==> src/rtl/quad_encoder_bank_if.sv <==
// Pin/result bundle for quad_encoder_bank: raw encoder inputs in, window results out.
interface quad_encoder_bank_if #(
   parameter int N_CH  = 2,
   parameter int CNT_W = 16
);
   // tick_valid is a one-cycle strobe with no ready/backpressure: tick, err and sat
   // are stable from the strobe cycle until the next strobe, so a consumer may sample
   // them on the strobe or at any later cycle before the next one.
   logic [N_CH-1:0]       enc_a;
   logic [N_CH-1:0]       enc_b;
   logic [N_CH*CNT_W-1:0] tick;
   logic                  tick_valid;
   logic [N_CH-1:0]       err;
   logic [N_CH-1:0]       sat;

   modport master (output enc_a, enc_b, input tick, tick_valid, err, sat);
   modport slave  (input enc_a, enc_b, output tick, tick_valid, err, sat);
endinterface

==> src/rtl/quad_encoder_bank.sv <==
// Multi-channel x4 quadrature decoder with windowed, biased, saturated tick counts.
// Optional QENC_GLITCH_FILTER_EN adds a FILT_LEN-cycle stability filter after the synchronisers.
module quad_encoder_bank #(
   parameter int N_CH        = 2,
   parameter int CNT_W       = 16,
   parameter int WINDOW      = 1000000,
   parameter int SYNC_STAGES = 2,
   parameter int FILT_LEN    = 4
) (
   input  logic               clk,
   input  logic               reset,
   quad_encoder_bank_if.slave bus
);
   localparam int WIN_W = (WINDOW > 1) ? $clog2(WINDOW) : 1;
   localparam int ACC_W = CNT_W + 2;
   localparam int EXT_W = CNT_W + 3;
   localparam logic [CNT_W-1:0] BIAS = {1'b1, {(CNT_W-1){1'b0}}};

   logic [N_CH-1:0] r_sync_a [SYNC_STAGES];
   logic [N_CH-1:0] r_sync_b [SYNC_STAGES];

   always_ff @(posedge clk or posedge reset) begin
      if (reset) begin
         for (int s = 0; s < SYNC_STAGES; s++) begin
            r_sync_a[s] <= '0;
            r_sync_b[s] <= '0;
         end
      end else begin
         r_sync_a[0] <= bus.enc_a;
         r_sync_b[0] <= bus.enc_b;
         for (int s = 1; s < SYNC_STAGES; s++) begin
            r_sync_a[s] <= r_sync_a[s-1];
            r_sync_b[s] <= r_sync_b[s-1];
         end
      end
   end

   logic [N_CH-1:0] w_a;
   logic [N_CH-1:0] w_b;

`ifdef QENC_GLITCH_FILTER_EN
   localparam int FC_W = $clog2(FILT_LEN + 1);
   logic [N_CH-1:0] r_filt_a;
   logic [N_CH-1:0] r_filt_b;
   logic [FC_W-1:0] r_fcnt_a [N_CH];
   logic [FC_W-1:0] r_fcnt_b [N_CH];

   // The filtered bit flips on the FILT_LEN-th consecutive cycle of disagreement.
   always_ff @(posedge clk or posedge reset) begin
      if (reset) begin
         r_filt_a <= '0;
         r_filt_b <= '0;
         for (int ch = 0; ch < N_CH; ch++) begin
            r_fcnt_a[ch] <= '0;
            r_fcnt_b[ch] <= '0;
         end
      end else begin
         for (int ch = 0; ch < N_CH; ch++) begin
            if (r_sync_a[SYNC_STAGES-1][ch] != r_filt_a[ch]) begin
               if (r_fcnt_a[ch] == FC_W'(FILT_LEN - 1)) begin
                  r_filt_a[ch] <= ~r_filt_a[ch];
                  r_fcnt_a[ch] <= '0;
               end else begin
                  r_fcnt_a[ch] <= r_fcnt_a[ch] + 1'b1;
               end
            end else begin
               r_fcnt_a[ch] <= '0;
            end
            if (r_sync_b[SYNC_STAGES-1][ch] != r_filt_b[ch]) begin
               if (r_fcnt_b[ch] == FC_W'(FILT_LEN - 1)) begin
                  r_filt_b[ch] <= ~r_filt_b[ch];
                  r_fcnt_b[ch] <= '0;
               end else begin
                  r_fcnt_b[ch] <= r_fcnt_b[ch] + 1'b1;
               end
            end else begin
               r_fcnt_b[ch] <= '0;
            end
         end
      end
   end

   assign w_a = r_filt_a;
   assign w_b = r_filt_b;
`else
   assign w_a = r_sync_a[SYNC_STAGES-1];
   assign w_b = r_sync_b[SYNC_STAGES-1];
`endif

   // Gray state to position along the forward cycle 00,01,11,10.
   function automatic logic [1:0] gray_pos(input logic [1:0] s);
      case (s)
         2'b00:   gray_pos = 2'd0;
         2'b01:   gray_pos = 2'd1;
         2'b11:   gray_pos = 2'd2;
         default: gray_pos = 2'd3;
      endcase
   endfunction

   logic [1:0]       r_prev [N_CH];
   logic [N_CH-1:0]  r_primed;
   logic [ACC_W-1:0] r_acc [N_CH];
   logic [N_CH-1:0]  r_err_acc;
   logic [WIN_W-1:0] r_win;
   logic [N_CH*CNT_W-1:0] r_tick;
   logic             r_tick_valid;
   logic [N_CH-1:0]  r_err;
   logic [N_CH-1:0]  r_sat;

   logic [1:0]       w_step   [N_CH];
   logic [ACC_W-1:0] w_delta  [N_CH];
   logic [ACC_W-1:0] w_final  [N_CH];
   logic [EXT_W-1:0] w_biased [N_CH];
   logic [CNT_W-1:0] w_clamp  [N_CH];
   logic [N_CH-1:0]  w_illegal;
   logic [N_CH-1:0]  w_sat;
   logic             w_last;

   assign w_last = (r_win == WIN_W'(WINDOW - 1));

   always_comb begin
      for (int ch = 0; ch < N_CH; ch++) begin
         w_step[ch]    = gray_pos({w_a[ch], w_b[ch]}) - gray_pos(r_prev[ch]);
         w_delta[ch]   = '0;
         w_illegal[ch] = 1'b0;
         if (r_primed[ch]) begin
            case (w_step[ch])
               2'd1:    w_delta[ch] = ACC_W'(1);
               2'd3:    w_delta[ch] = {ACC_W{1'b1}};
               2'd2:    w_illegal[ch] = 1'b1;
               default: w_delta[ch] = '0;
            endcase
         end
         w_final[ch]  = r_acc[ch] + w_delta[ch];
         w_biased[ch] = {w_final[ch][ACC_W-1], w_final[ch]} + EXT_W'(BIAS);
         w_sat[ch]    = 1'b0;
         w_clamp[ch]  = w_biased[ch][CNT_W-1:0];
         // Sign bit set means below zero; any upper magnitude bit means above full scale.
         if (w_biased[ch][EXT_W-1]) begin
            w_clamp[ch] = '0;
            w_sat[ch]   = 1'b1;
         end else if (|w_biased[ch][EXT_W-2:CNT_W]) begin
            w_clamp[ch] = {CNT_W{1'b1}};
            w_sat[ch]   = 1'b1;
         end
      end
   end

   always_ff @(posedge clk or posedge reset) begin
      if (reset) begin
         r_win        <= '0;
         r_primed     <= '0;
         r_err_acc    <= '0;
         r_tick       <= {N_CH{BIAS}};
         r_tick_valid <= 1'b0;
         r_err        <= '0;
         r_sat        <= '0;
         for (int ch = 0; ch < N_CH; ch++) begin
            r_prev[ch] <= 2'b00;
            r_acc[ch]  <= '0;
         end
      end else begin
         r_tick_valid <= w_last;
         r_win        <= w_last ? '0 : r_win + 1'b1;
         r_primed     <= '1;
         for (int ch = 0; ch < N_CH; ch++) begin
            r_prev[ch] <= {w_a[ch], w_b[ch]};
            if (w_last) begin
               r_acc[ch]                     <= '0;
               r_err_acc[ch]                 <= 1'b0;
               r_tick[ch*CNT_W +: CNT_W]     <= w_clamp[ch];
               r_err[ch]                     <= r_err_acc[ch] | w_illegal[ch];
               r_sat[ch]                     <= w_sat[ch];
            end else begin
               r_acc[ch]     <= w_final[ch];
               r_err_acc[ch] <= r_err_acc[ch] | w_illegal[ch];
            end
         end
      end
   end

   assign bus.tick       = r_tick;
   assign bus.tick_valid = r_tick_valid;
   assign bus.err        = r_err;
   assign bus.sat        = r_sat;
endmodule

==> src/flat_wrapper.sv <==
// flat-port wrapper written by rule: the top's interface ports become plain ports
module quad_encoder_bank_flat 
#(
   parameter int N_CH        = 2,
   parameter int CNT_W       = 16,
   parameter int WINDOW      = 1000000,
   parameter int SYNC_STAGES = 2,
   parameter int FILT_LEN    = 4
)
  (clk, reset, bus_enc_a, bus_enc_b, bus_tick, bus_tick_valid, bus_err, bus_sat);
  quad_encoder_bank_if #(.N_CH(N_CH), .CNT_W(CNT_W)) bus_i ();
  input  logic clk;
  input  logic reset;
  input wire logic [$bits(bus_i.enc_a)-1:0] bus_enc_a;
  input wire logic [$bits(bus_i.enc_b)-1:0] bus_enc_b;
  output wire logic [$bits(bus_i.tick)-1:0] bus_tick;
  output wire logic [$bits(bus_i.tick_valid)-1:0] bus_tick_valid;
  output wire logic [$bits(bus_i.err)-1:0] bus_err;
  output wire logic [$bits(bus_i.sat)-1:0] bus_sat;
  assign bus_i.enc_a = bus_enc_a;
  assign bus_i.enc_b = bus_enc_b;
  assign bus_tick = bus_i.tick;
  assign bus_tick_valid = bus_i.tick_valid;
  assign bus_err = bus_i.err;
  assign bus_sat = bus_i.sat;
  quad_encoder_bank #(.N_CH(N_CH), .CNT_W(CNT_W), .WINDOW(WINDOW), .SYNC_STAGES(SYNC_STAGES), .FILT_LEN(FILT_LEN)) u_core (.clk(clk), .reset(reset), .bus(bus_i));
endmodule
==> config.mk <==
export PLATFORM = sky130hd
export DESIGN_NAME = quad_encoder_bank_flat
export DESIGN_NICKNAME = d
export VERILOG_FILES = /design/src/rtl/quad_encoder_bank_if.sv /design/src/rtl/quad_encoder_bank.sv /design/src/flat_wrapper.sv
export SDC_FILE = /design/constraint.sdc
export NUM_CORES = 1
export LEC_CHECK = 0
export BUFFER_PORTS_ARGS = -buffer_cell sky130_fd_sc_hd__buf_4
export CAP_MARGIN = 20
export CORE_MARGIN = 2
export CORE_UTILIZATION = 45
export CTS_BUF_LIST = sky130_fd_sc_hd__clkbuf_4 sky130_fd_sc_hd__clkbuf_8
export DETAILED_ROUTE_END_ITERATION = 10
export PLACE_DENSITY = 0.63
export SLEW_MARGIN = 40
export SYNTH_ARGS = -nofsm -noshare
export SYNTH_HDL_FRONTEND = slang
export SYNTH_SLANG_ARGS = --single-unit
==> constraint.sdc <==
create_clock -name clk -period 8.8 [get_ports clk]
set_input_delay 1.76 -clock clk [delete_from_list [all_inputs] [get_ports clk]]
set_output_delay 1.76 -clock clk [all_outputs]
set_load 0.05 [all_outputs]
==> results.yml, run 1 <==
layout:
  drive_gt1_share_pct: 17.2
  synthToLayoutAreaGrowth_pct: 11.6
  fin_nets: 665
  fill_cells: 1185
  fin_cells: 791
  diodes: 0
  final_area_um2: 6660
worst_setup_path:
  startpoint: "u_core.w_b[0]"
  cp-end-kind: "register"
  reg2reg_from: "u_core.w_b[0]"
  path_class: "register to register"
  critPathMaxStageDelay_ns: 0.44
  critPathBufInv: 1
  crit_family: "compound AO/OA/AOI/OAI gates"
  crit_required_ns: 9.10
  crit_chain: "inv_1 > ha_1 > ha_1 > xnor3_1 > nor2b_4 > ha_1 > nor2b_1 > o21a_1 > a31o_2 > o41ai_4 > o21ai_2 > a311o_1 > xor2_1 > ha_1 > a21oi_1 > o211a_4 > a211oi_1"
  crit_slowest_cell: "nor2b_4"
  startpoint_type: "register"
  cp_max_fo: 18
  cp_common_cell: "ha_1"
  cp.arrival_ns: 5.27
global_routing:
  gr-usage-met2_pct: 29.4
  grt_pass1_wl_um: 20300
  gr-usage-met3_pct: 3.78
  antenna_found_initial: 0
  grt_use_total_pct: 17.8
  grt_pass1_vias: 4333
  grt_max_degree: 76
  met1_usage_pct: 23.0
  overflow: 0
  busiest_layer: "met2"
pwr:
  powerDensity_nw_per_um2: 294
  clock_power_share_pct: 17.6
  seqPwrFrac_pct: 31.7
  swShare_pct: 41.1
  power_switching_mw: 0.804
  p_comb_share_pct: 50.6
  p_leak_nw: 3.20
  ir_drop_uv: 175
  p_int_mw: 1.15
worst_hold_path:
  hold_path_startpoint: "u_core.r_sync_a[3]"
  hold_class: "register to register"
sta:
  period_needed_ns: 4.97
  max_clock_freq_mhz: 201
  fin_ws_ns: 3.83
  relSlewSlack_pct: 49.4
  finalClockSkew_ns: 0.0149
  rsz0062_at_grt: "no"
  setup_viol: 0
  fin_hold_ws_ns: 0.364
  setup_tns_ns: 0
  slew_viol_final: 0
  tightest_slew_ns: 0.759
  layout_worst_path_cycle_share_pct: 56.5
  hold_violations: 0
clock_tree:
  ctsResizeCount: 0
  cts_tree: "yes"
  cts_setup_buffers: 0
  cts.path.max_buffers: 2
  cts_hold_buf: 0
  cts_max_level: 3
  path_clk_slew_ns: 0.11
  cts_num_sinks: 108
  root_buffer: "clkbuf_8"
  cts_buffers: 9
  clk_latency_ns: 0.39
yosys:
  synthArstFlopShare_pct: 100
  ys_types: 67
  synth.yosys.warnings: 0
  seq_area_frac_synth_pct: 45.3
  synthCells: 571
  avgSynthCellArea_um2: 10.5
  synth_edf_count: 0
  synth_ff_type: "dfrtp_1"
  synth_seq_cells: 108
  synth_nets: 626
  syn_area_um2: 5970
floorplanning:
  start_util_pct: 45.6
  dieArea_um2: 14200
  rows: 42
  io-pin-count: 43
  die_h_um: 119
  coreArea_um2: 13100
  die_w_um: 119
detailed_routing:
  via_per_inst: 5.24
  drt_pass1_iterations: 4
  drc: 0
  routed_wl_um: 11600
  vias: 4143
  drtIter0Drc: 197
  ant_nets: 0
  routedWlPerCell_um: 14.7
outcome:
  status: "completed"
placed_design:
  dp_slack_ns: 3.85
  port_buffers: 42
  gp_congestion: 0.833
  dp_cells: 775
  dp_hpwl_um: 8030
  dpl_cell_area_um2: 6440
run:
  maxCapViolCount: 0
==> layer usage <==
metal / vias to the layer above / routed length, µm
li1: 2063 / -
met1: 2011 / 5500
met2: 52 / 5560
met3: 17 / 371
met4: 0 / 170
met5: - / 0
==> sequential cells by signal, summed over array words and instances, names as in the netlist <==
signal and cells:
u_core.bus.err 2, u_core.r_primed 1, u_core.bus.tick 32, u_core.r_prev 4, u_core.r_err_acc 2, u_core.r_sync_b 2
u_core.bus.tick_valid 1, u_core.r_acc 36, u_core.r_sync_a 2, u_core.w_b 2, u_core.r_win 20, u_core.w_a 2
u_core.bus.sat 2
==> final cells by class <==
cell class | count | area (µm²) | share of cell area (%)
inverter | 25 | 96.3 | 1.45
tap | 176 | 220 | 3.31
clock buffer | 9 | 124 | 1.86
clock inverter | 7 | 97.6 | 1.47
timing repair buffer | 46 | 349 | 5.24
sequential | 108 | 2710 | 40.6
multi-input combinational | 420 | 3070 | 46.1
==> cells in the final DEF (no fill, tap or decap), types with 3 or more instances in the layout <==
cell type / count
buf_4: 45
nor2b_1: 9
nor3b_1: 3
a211oi_2: 9
and2_1: 17
nor3_1: 10
nand3_1: 17
o21ai_1: 11
xor2_1: 18
a211oi_1: 10
nand2b_1: 3
nor3_2: 10
a21oi_1: 17
o21ai_0: 16
nor2_1: 68
inv_1: 23
dfrtp_1: 106
or2_2: 3
and3_1: 11
ha_1: 47
nand2_1: 39
clkbuf_8: 9
nand4_1: 3
xnor2_1: 25
o221a_2: 3
o21a_1: 9
a21o_1: 16
==> power groups by stage <==
stage	logic [mW]	registers, mW	clock network [mW]
floorplan	0.836	0.621	0
global placement	0.974	0.631	0
detailed placement	0.997	0.632	0
CTS	1.00	0.623	0.355
global route	1.12	0.629	0.369
finish	0.991	0.621	0.345
==> cells by family (layout without fill, tap and decap cells) <==
group | count (synthesis) | in the layout | synth area share (%)
flip-flops | 108 | 108 | 45.3
other | 1 | 1 | 0.0628
AND/OR/NAND/NOR | 203 | 203 | 17.2
AO/OA/AOI/OAI | 119 | 119 | 15.5
XOR/XNOR | 48 | 48 | 8.07
adder cells (fa/ha/maj) | 49 | 49 | 10.5
buffers and inverters | 43 | 87 | 3.29
==> path summary, 6_finish.rpt <==
path | depth (start not counted) | endpoint | slack, ns
worst max-delay path | 17 | u_core.bus.tick[15] | 3.83
worst min-delay path | 0 | u_core.w_a[1] | 0.36
worst max register to register | 17 | u_core.bus.tick[15] | 3.83
worst min register to register | 0 | u_core.w_a[1] | 0.36
max in group asynchronous | 3 | u_core.bus.tick[13] | 6.43
min in group asynchronous | 2 | u_core.bus.tick[19] | 1.36
==> cells in the mapped netlist, types with 3 or more instances <==
master	count	area, µm²
a211oi_1	10	75.1
a211oi_2	9	113
a21o_1	16	120
a21oi_1	17	85.1
and2_1	17	106
and3_1	11	68.8
buf_6	4	45.0
clkbuf_1	11	41.3
dfrtp_1	106	2650
ha_1	47	588
inv_1	24	90.1
nand2_1	39	146
nand2b_1	3	18.8
nand3_1	17	85.1
nand4_1	3	18.8
nor2_1	68	255
nor2b_1	9	56.3
nor3_1	10	50.1
nor3_2	10	100
nor3b_1	3	22.5
o21a_1	9	67.6
o21ai_0	16	80.1
o21ai_1	11	55.1
o221a_2	3	33.8
or2_2	3	18.8
xnor2_1	25	219
xor2_1	18	158
==> stage by stage <==
stage / util (%) / total power, mW
3_3_place_gp: 49.2 / 1.60
6_report: 50.9 / 1.96
4_1_cts: 50.9 / 1.98
2_1_floorplan: - / 1.46
5_1_grt: 50.9 / 2.12
3_5_place_dp: 49.2 / 1.63
Power figures use the tool's default switching activity.
==> run 2, diff against run 1 <==
--- a/config.mk
+++ b/config.mk
@@ -5,6 +5,7 @@
 export SDC_FILE = /design/constraint.sdc
 export NUM_CORES = 1
 export LEC_CHECK = 0
+export ABC_AREA = 1
 export BUFFER_PORTS_ARGS = -buffer_cell sky130_fd_sc_hd__buf_4
 export CAP_MARGIN = 20
 export CORE_MARGIN = 2
==> constraint.sdc (replaced) <==
create_clock -name clk -period 5.2 [get_ports clk]
set_input_delay 1.04 -clock clk [delete_from_list [all_inputs] [get_ports clk]]
set_output_delay 1.04 -clock clk [all_outputs]
set_load 0.05 [all_outputs]
==> run 2 against run 1 <==
Sequential share of layout area shrank 4.3 points; sequential power grew 71%; utilization is essentially flat; design area grew 12%; register-to-register slack lost 3.0 ns; wire length grew 34%; total power grew 82%; synthesized cell count grew 53%; area after synthesis grew 14%; global-route usage grew 2.6 points; maximum frequency grew 15%; cell count grew 40%; critical path type unchanged; largest power group unchanged.
==> results.yml, run 2 <==
outcome:
  status: "completed"
floorplanning:
  die_w_um: 127
  rows: 44
  dieArea_um2: 16100
  start_util_pct: 46.3
  die_h_um: 127
  io-pin-count: 43
  coreArea_um2: 14600
yosys:
  synth_compound_area_share_pct: 5.59
  synth_commonest_cells: "255 x nand2_1, 112 x inv_1, 106 x dfrtp_1"
  synth_nets: 931
  synth_xor_area_share_pct: 4.39
  synth.yosys.warnings: 0
  synth_seq_cells: 108
  synth_fa_ha_area_share_pct: 9.26
  ys_types: 42
  yosysTopAreaCellShare_pct: 39.1
  synth_top_family_by_area: "simple AND/OR/NAND/NOR gates"
  syn_area_um2: 6780
  synth.most_common_cell: "nand2_1"
  synthTopCellsByArea: "dfrtp_1 39%, nand2_1 14%, ha_1 8.7%"
  synth.area.mux_share_pct: 0
  avgSynthCellArea_um2: 7.74
  synthCells: 876
  synth_ff_type: "dfrtp_1"
  synthArstFlopShare_pct: 100
  yosysTopAreaCell: "dfrtp_1"
  seq_area_frac_synth_pct: 39.9
  synth-simple-area-share_pct: 32.5
  synth_edf_count: 0
sta:
  tightest_slew_ns: 0.682
  rsz0062_at_grt: "no"
  period_needed_ns: 4.33
  setup_tns_ns: 0
  finalClockSkew_ns: 0.0162
  fin_ws_ns: 0.866
  setup_viol: 0
  hold_violations: 0
  slew_viol_final: 0
  layout_worst_path_cycle_share_pct: 83.3
  relSlewSlack_pct: 54.5
  max_clock_freq_mhz: 231
clock_tree:
  path_clk_slew_ns: 0.10
  cts_max_level: 3
  cts_num_sinks: 108
  cts_tree: "yes"
  ctsResizeCount: 0
  cts_setup_buffers: 0
  cts_buffers: 9
  cts.path.max_buffers: 2
  cts_hold_buf: 0
  root_buffer: "clkbuf_8"
  clk_latency_ns: 0.40
detailed_routing:
  drtIter0Drc: 344
  routed_wl_um: 15500
  vias: 5519
  drc: 0
  drt_pass1_iterations: 5
  via_per_inst: 4.99
  ant_nets: 0
  routedWlPerCell_um: 14.0
layout:
  synthToLayoutAreaGrowth_pct: 9.85
  final_common_cell: "nand2_1"
  diodes: 0
  fin_nets: 972
  final_cell_mix: "255 x nand2_1, 111 x inv_1, 106 x dfrtp_1, 80 x nor2_1, 47 x ha_1"
  largest_register_ffs: 36
  drive_gt1_share_pct: 13.7
  top_register: "u_core.r_acc"
pwr:
  clock_power_share_pct: 14.2
  powerDensity_nw_per_um2: 478
  ir_drop_uv: 338
  p_leak_nw: 4.07
  power_switching_mw: 1.69
  power_mw: 3.56
  p_int_mw: 1.87
  seqPwrFrac_pct: 29.8
  swShare_pct: 47.5
  p_comb_share_pct: 56.0
placed_design:
  dp_slack_ns: 0.851
  port_buffers: 42
  dp_hpwl_um: 11300
  gp_congestion: 0.909
run:
  maxCapViolCount: 0
worst_setup_path:
  crit_required_ns: 5.53
  cp_max_fo: 17
  cp.arrival_ns: 4.67
  r2r_cells: 20
  startpoint_type: "register"
  startpoint: "u_core.w_b[0]"
  crit_slowest_cell: "inv_1"
  path_class: "register to register"
  timing.rr.end: "u_core.bus.tick[9]"
  cp-end-kind: "register"
  crit_chain: "inv_1 > ha_1 > ha_1 > nor2_2 > nand3_1 > inv_1 > ha_1 > a21oi_1 > nand2_1 > nand2_1 > nand2_2 > nand2_1 > nand2_1 > nand2_1 > nand2_2 > ha_1 > clkinv_1 > nand4_1 > nand2_1 > nand2_1"
  critPathMaxStageDelay_ns: 0.48
  reg2reg_slack_ns: 0.87
  crit_end: "u_core.bus.tick[9]"
  reg2reg_from: "u_core.w_b[0]"
  cp_common_cell: "nand2_1"
global_routing:
  grt_max_degree: 76
  grt_pass1_vias: 5494
  antenna_found_initial: 0
  grt_pass1_wl_um: 26400
  grt_use_total_pct: 20.4
  overflow: 0
worst_hold_path:
  min_path_cells: 0
  hold_class: "register to register"
==> run 2: area by class of cell <==
class | instances | area [µm²]
clock buffer | 10 | 138
clock inverter | 6 | 48.8
fill | 1447 | 7190
inverter | 120 | 467
multi-input combinational | 632 | 3520
sequential | 108 | 2710
tap | 184 | 230
timing repair buffer | 46 | 345
==> run 2: routing by layer <==
layer,vias to the layer above,track usage (%),wire length [µm]
met3,18,3.25,524
met2,88,33.0,7000
met1,2544,28.0,7650
met4,0,6.85,308
met5,-,0,0
li1,2869,-,-
==> run 2: how the worst min path moves through the flow <==
stage / from / to / slack [ns]
2_1_floorplan: u_core.r_sync_a[2] / u_core.w_a[0] / 0.33
3_3_place_gp: u_core.r_sync_a[3] / u_core.w_a[1] / 0.34
3_5_place_dp: u_core.r_sync_a[3] / u_core.w_a[1] / 0.35
4_1_cts: u_core.r_sync_a[3] / u_core.w_a[1] / 0.39
5_1_grt: u_core.r_sync_a[3] / u_core.w_a[1] / 0.40
6_report: u_core.r_sync_a[3] / u_core.w_a[1] / 0.38
==> run 2: power by group through the flow <==
stage | combinational (mW) | sequential [mW] | clock (mW)
floorplan | 1.63 | 1.06 | 0
global placement | 1.96 | 1.07 | 0
detailed placement | 1.98 | 1.08 | 0
CTS | 1.99 | 1.06 | 0.523
global route | 2.25 | 1.08 | 0.552
finish | 2.00 | 1.06 | 0.506
==> run 2: stage by stage <==
step / hold WS, ns / instances / util [%] / cell area, µm²
global route: 0.398 / 1106 / 50.9 / 7450
floorplan: 0.331 / 876 / - / 6780
CTS: 0.388 / 1106 / 50.9 / 7450
finish: 0.384 / 1106 / 50.9 / 7450
global placement: 0.338 / 1090 / 49.6 / 7260
detailed placement: 0.348 / 1090 / 49.6 / 7260
==> run 2: kinds of logic (layout without fill, tap and decap cells) <==
| kind of cell | Yosys count | in the layout |
|---|---|---|
| flip-flops | 108 | 108 |
| other | 1 | 1 |
| buffers and inverters | 136 | 182 |
| AO/OA/AOI/OAI | 69 | 69 |
| adder cells (fa/ha/maj) | 49 | 49 |
| XOR/XNOR | 34 | 34 |
| AND/OR/NAND/NOR | 479 | 479 |
==> run 2: critical path, delay by kind of cell, from the launching register on <==
family,cells,cell delay [ns]
buffers and inverters,3,0.99
AO/OA/AOI/OAI,1,0.20
flip-flops,1,0.39
AND/OR/NAND/NOR,12,1.39
adder cells (fa/ha/maj),4,1.30
==> run 3, diff against run 2 <==
==> constraint.sdc (replaced) <==
create_clock -name clk -period 4.3 [get_ports clk]
set_input_delay 0.86 -clock clk [delete_from_list [all_inputs] [get_ports clk]]
set_output_delay 0.86 -clock clk [all_outputs]
set_load 0.05 [all_outputs]
==> run 3 against run 2 <==
Non-clock buffer count increased by 8; clock-buffer cell count increased by 4; cell count increased by 0.72%; critical path depth increased by 1; sequential power increased by 21%; worst hold slack got worse by 0.026 ns; utilization increased by 0.45 points; worst setup slack got worse by 0.46 ns; highest routed layer unchanged.
==> results.yml, run 3 (synthesis gave the netlist of run 2 again) <==
placed_design:
  dp_hpwl_um: 11700
  dp_cells: 1098
  port_buffers: 42
  dp_slack_ns: 0.411
  gp_congestion: 0.856
sta:
  fin_ws_ns: 0.409
  layout_worst_path_cycle_share_pct: 90.5
  slew_viol_final: 0
  setup_tns_ns: 0
  hold_violations: 0
  setup_viol: 0
  period_needed_ns: 3.89
  rsz0062_at_grt: "no"
  finalClockSkew_ns: 0.0167
  tightest_slew_ns: 0.561
  max_clock_freq_mhz: 257
  relSlewSlack_pct: 62.6
clock_tree:
  root_buffer: "clkbuf_8"
  cts_max_level: 3
  ctsResizeCount: 0
  cts_hold_buf: 0
  cts_setup_buffers: 0
  path_clk_slew_ns: 0.10
  cts_num_sinks: 108
  cts_buffers: 9
  cts_tree: "yes"
  clk_latency_ns: 0.39
  cts.path.max_buffers: 2
layout:
  fin_nets: 980
  top_register: "u_core.r_acc"
  multi_input_area_um2: 3520
  final_common_cell: "nand2_1"
  diodes: 0
  synthToLayoutAreaGrowth_pct: 10.8
  seqCellArea_um2: 2710
  largest_register_ffs: 36
  fill_cells: 1455
  final_cell_mix: "255 x nand2_1, 110 x inv_1, 106 x dfrtp_1, 80 x nor2_1, 53 x buf_4"
  fin_cells: 1114
  drive_gt1_share_pct: 14.5
detailed_routing:
  drt_pass1_iterations: 5
  routed_wl_um: 15300
  met2WireLength_um: 7380
  routed-wl-met3_um: 366
  drc: 0
  drt-met1-wl_um: 7330
  via_per_inst: 4.97
  vias: 5541
  ant_nets: 0
  top_layer: "met4"
  drtIter0Drc: 326
  routedWlPerCell_um: 13.8
worst_hold_path:
  hold_class: "register to register"
worst_setup_path:
  reg2reg_slack_ns: 0.41
  path_class: "register to register"
  startpoint: "u_core.w_b[0]"
  startpoint_type: "register"
  cp.arrival_ns: 4.17
  cp_max_fo: 17
  r2r_cells: 21
  crit_required_ns: 4.58
  cp-end-kind: "register"
  reg2reg_from: "u_core.w_b[0]"
  crit_end: "u_core.bus.tick[14]"
  timing.rr.end: "u_core.bus.tick[14]"
outcome:
  status: "completed"
pwr:
  ir_drop_uv: 260
  p_leak_nw: 4.11
  seqPwrFrac_pct: 29.5
  swShare_pct: 46.1
  clock_power_share_pct: 13.7
  powerDensity_nw_per_um2: 579
  power_mw: 4.35
  p_int_mw: 2.35
  p_comb_share_pct: 56.9
  power_switching_mw: 2.01
global_routing:
  grt_use_total_pct: 20.4
  grt_pass1_vias: 5551
  overflow: 0
  antenna_found_initial: 0
  grt_pass1_wl_um: 26500
  grt_max_degree: 59
floorplanning:
  io-pin-count: 43
  coreArea_um2: 14600
  dieArea_um2: 16100
  die_h_um: 127
  die_w_um: 127
  start_util_pct: 46.3
  rows: 44
run:
  maxCapViolCount: 0
run 3: changes by cell type in the layout (fill, tap and decap cells not counted):
cell	before	now
clkbuf_4	0	4
inv_1	111	110
inv_2	2	3
clkinv_4	2	0
buf_4	46	53
inv_8	1	0
clkinvlp_4	2	1
buf_12	0	1
run 3: final cells by class:
type                       count  area share, %
inverter                     120           6.21
sequential                   108           36.0
clock buffer                  14           2.23
clock inverter                 2          0.166
multi-input combinational    632           46.8
timing repair buffer          54           5.56
tap                          184           3.06
run 3: worst min path at each step:
stage	start	end	slack, ns	depth (start not counted)
CTS	u_core.r_sync_b[2]	u_core.w_b[0]	0.36	0
detailed placement	u_core.r_sync_b[2]	u_core.w_b[0]	0.34	0
finish	u_core.r_sync_b[2]	u_core.w_b[0]	0.36	0
floorplan	u_core.r_sync_a[2]	u_core.w_a[0]	0.33	0
global route	u_core.r_sync_b[2]	u_core.w_b[0]	0.37	0
global placement	u_core.r_sync_b[2]	u_core.w_b[0]	0.34	0
run 3: stage by stage:
stage / hold slack, ns / cell area, µm² / utilization, %
finish: 0.358 / 7520 / 51.3
global route: 0.367 / 7520 / 51.3
CTS: 0.360 / 7510 / 51.3
detailed placement: 0.337 / 7330 / 50.1
global placement: 0.344 / 7330 / 50.1
floorplan: 0.331 / 6780 / -
run 3: per-layer routing:
metal  GRT usage [%]  vias up
li1                -     2886
met1            26.6     2569
met4            7.69        0
met3            3.37       17
met2            34.5       69
met5               0        -
run 3: critical path, cell delays in order (launching register included):
cell and delay, ns:
dfrtp_1 0.38, inv_1 0.05, ha_1 0.28, ha_1 0.32, nor2_2 0.18, nand3_1 0.18, inv_1 0.26, buf_4 0.22
ha_1 0.29, a21o_1 0.21, nor2_1 0.18, nor2_1 0.08, nor2_2 0.13, nand2_2 0.07, nand2_2 0.09, nand2_4 0.06
ha_1 0.27, clkinv_1 0.05, buf_4 0.19, nand4_1 0.12, nand2_1 0.09, nand2_1 0.06
run 3: power groups by stage:
| stage | sequential [mW] | combinational, mW | clock, mW |
|---|---|---|---|
| 2_1_floorplan | 1.28 | 1.97 | 0 |
| 3_3_place_gp | 1.31 | 2.46 | 0 |
| 3_5_place_dp | 1.30 | 2.47 | 0 |
| 4_1_cts | 1.28 | 2.48 | 0.617 |
| 5_1_grt | 1.30 | 2.83 | 0.660 |
| 6_report | 1.28 | 2.48 | 0.596 |
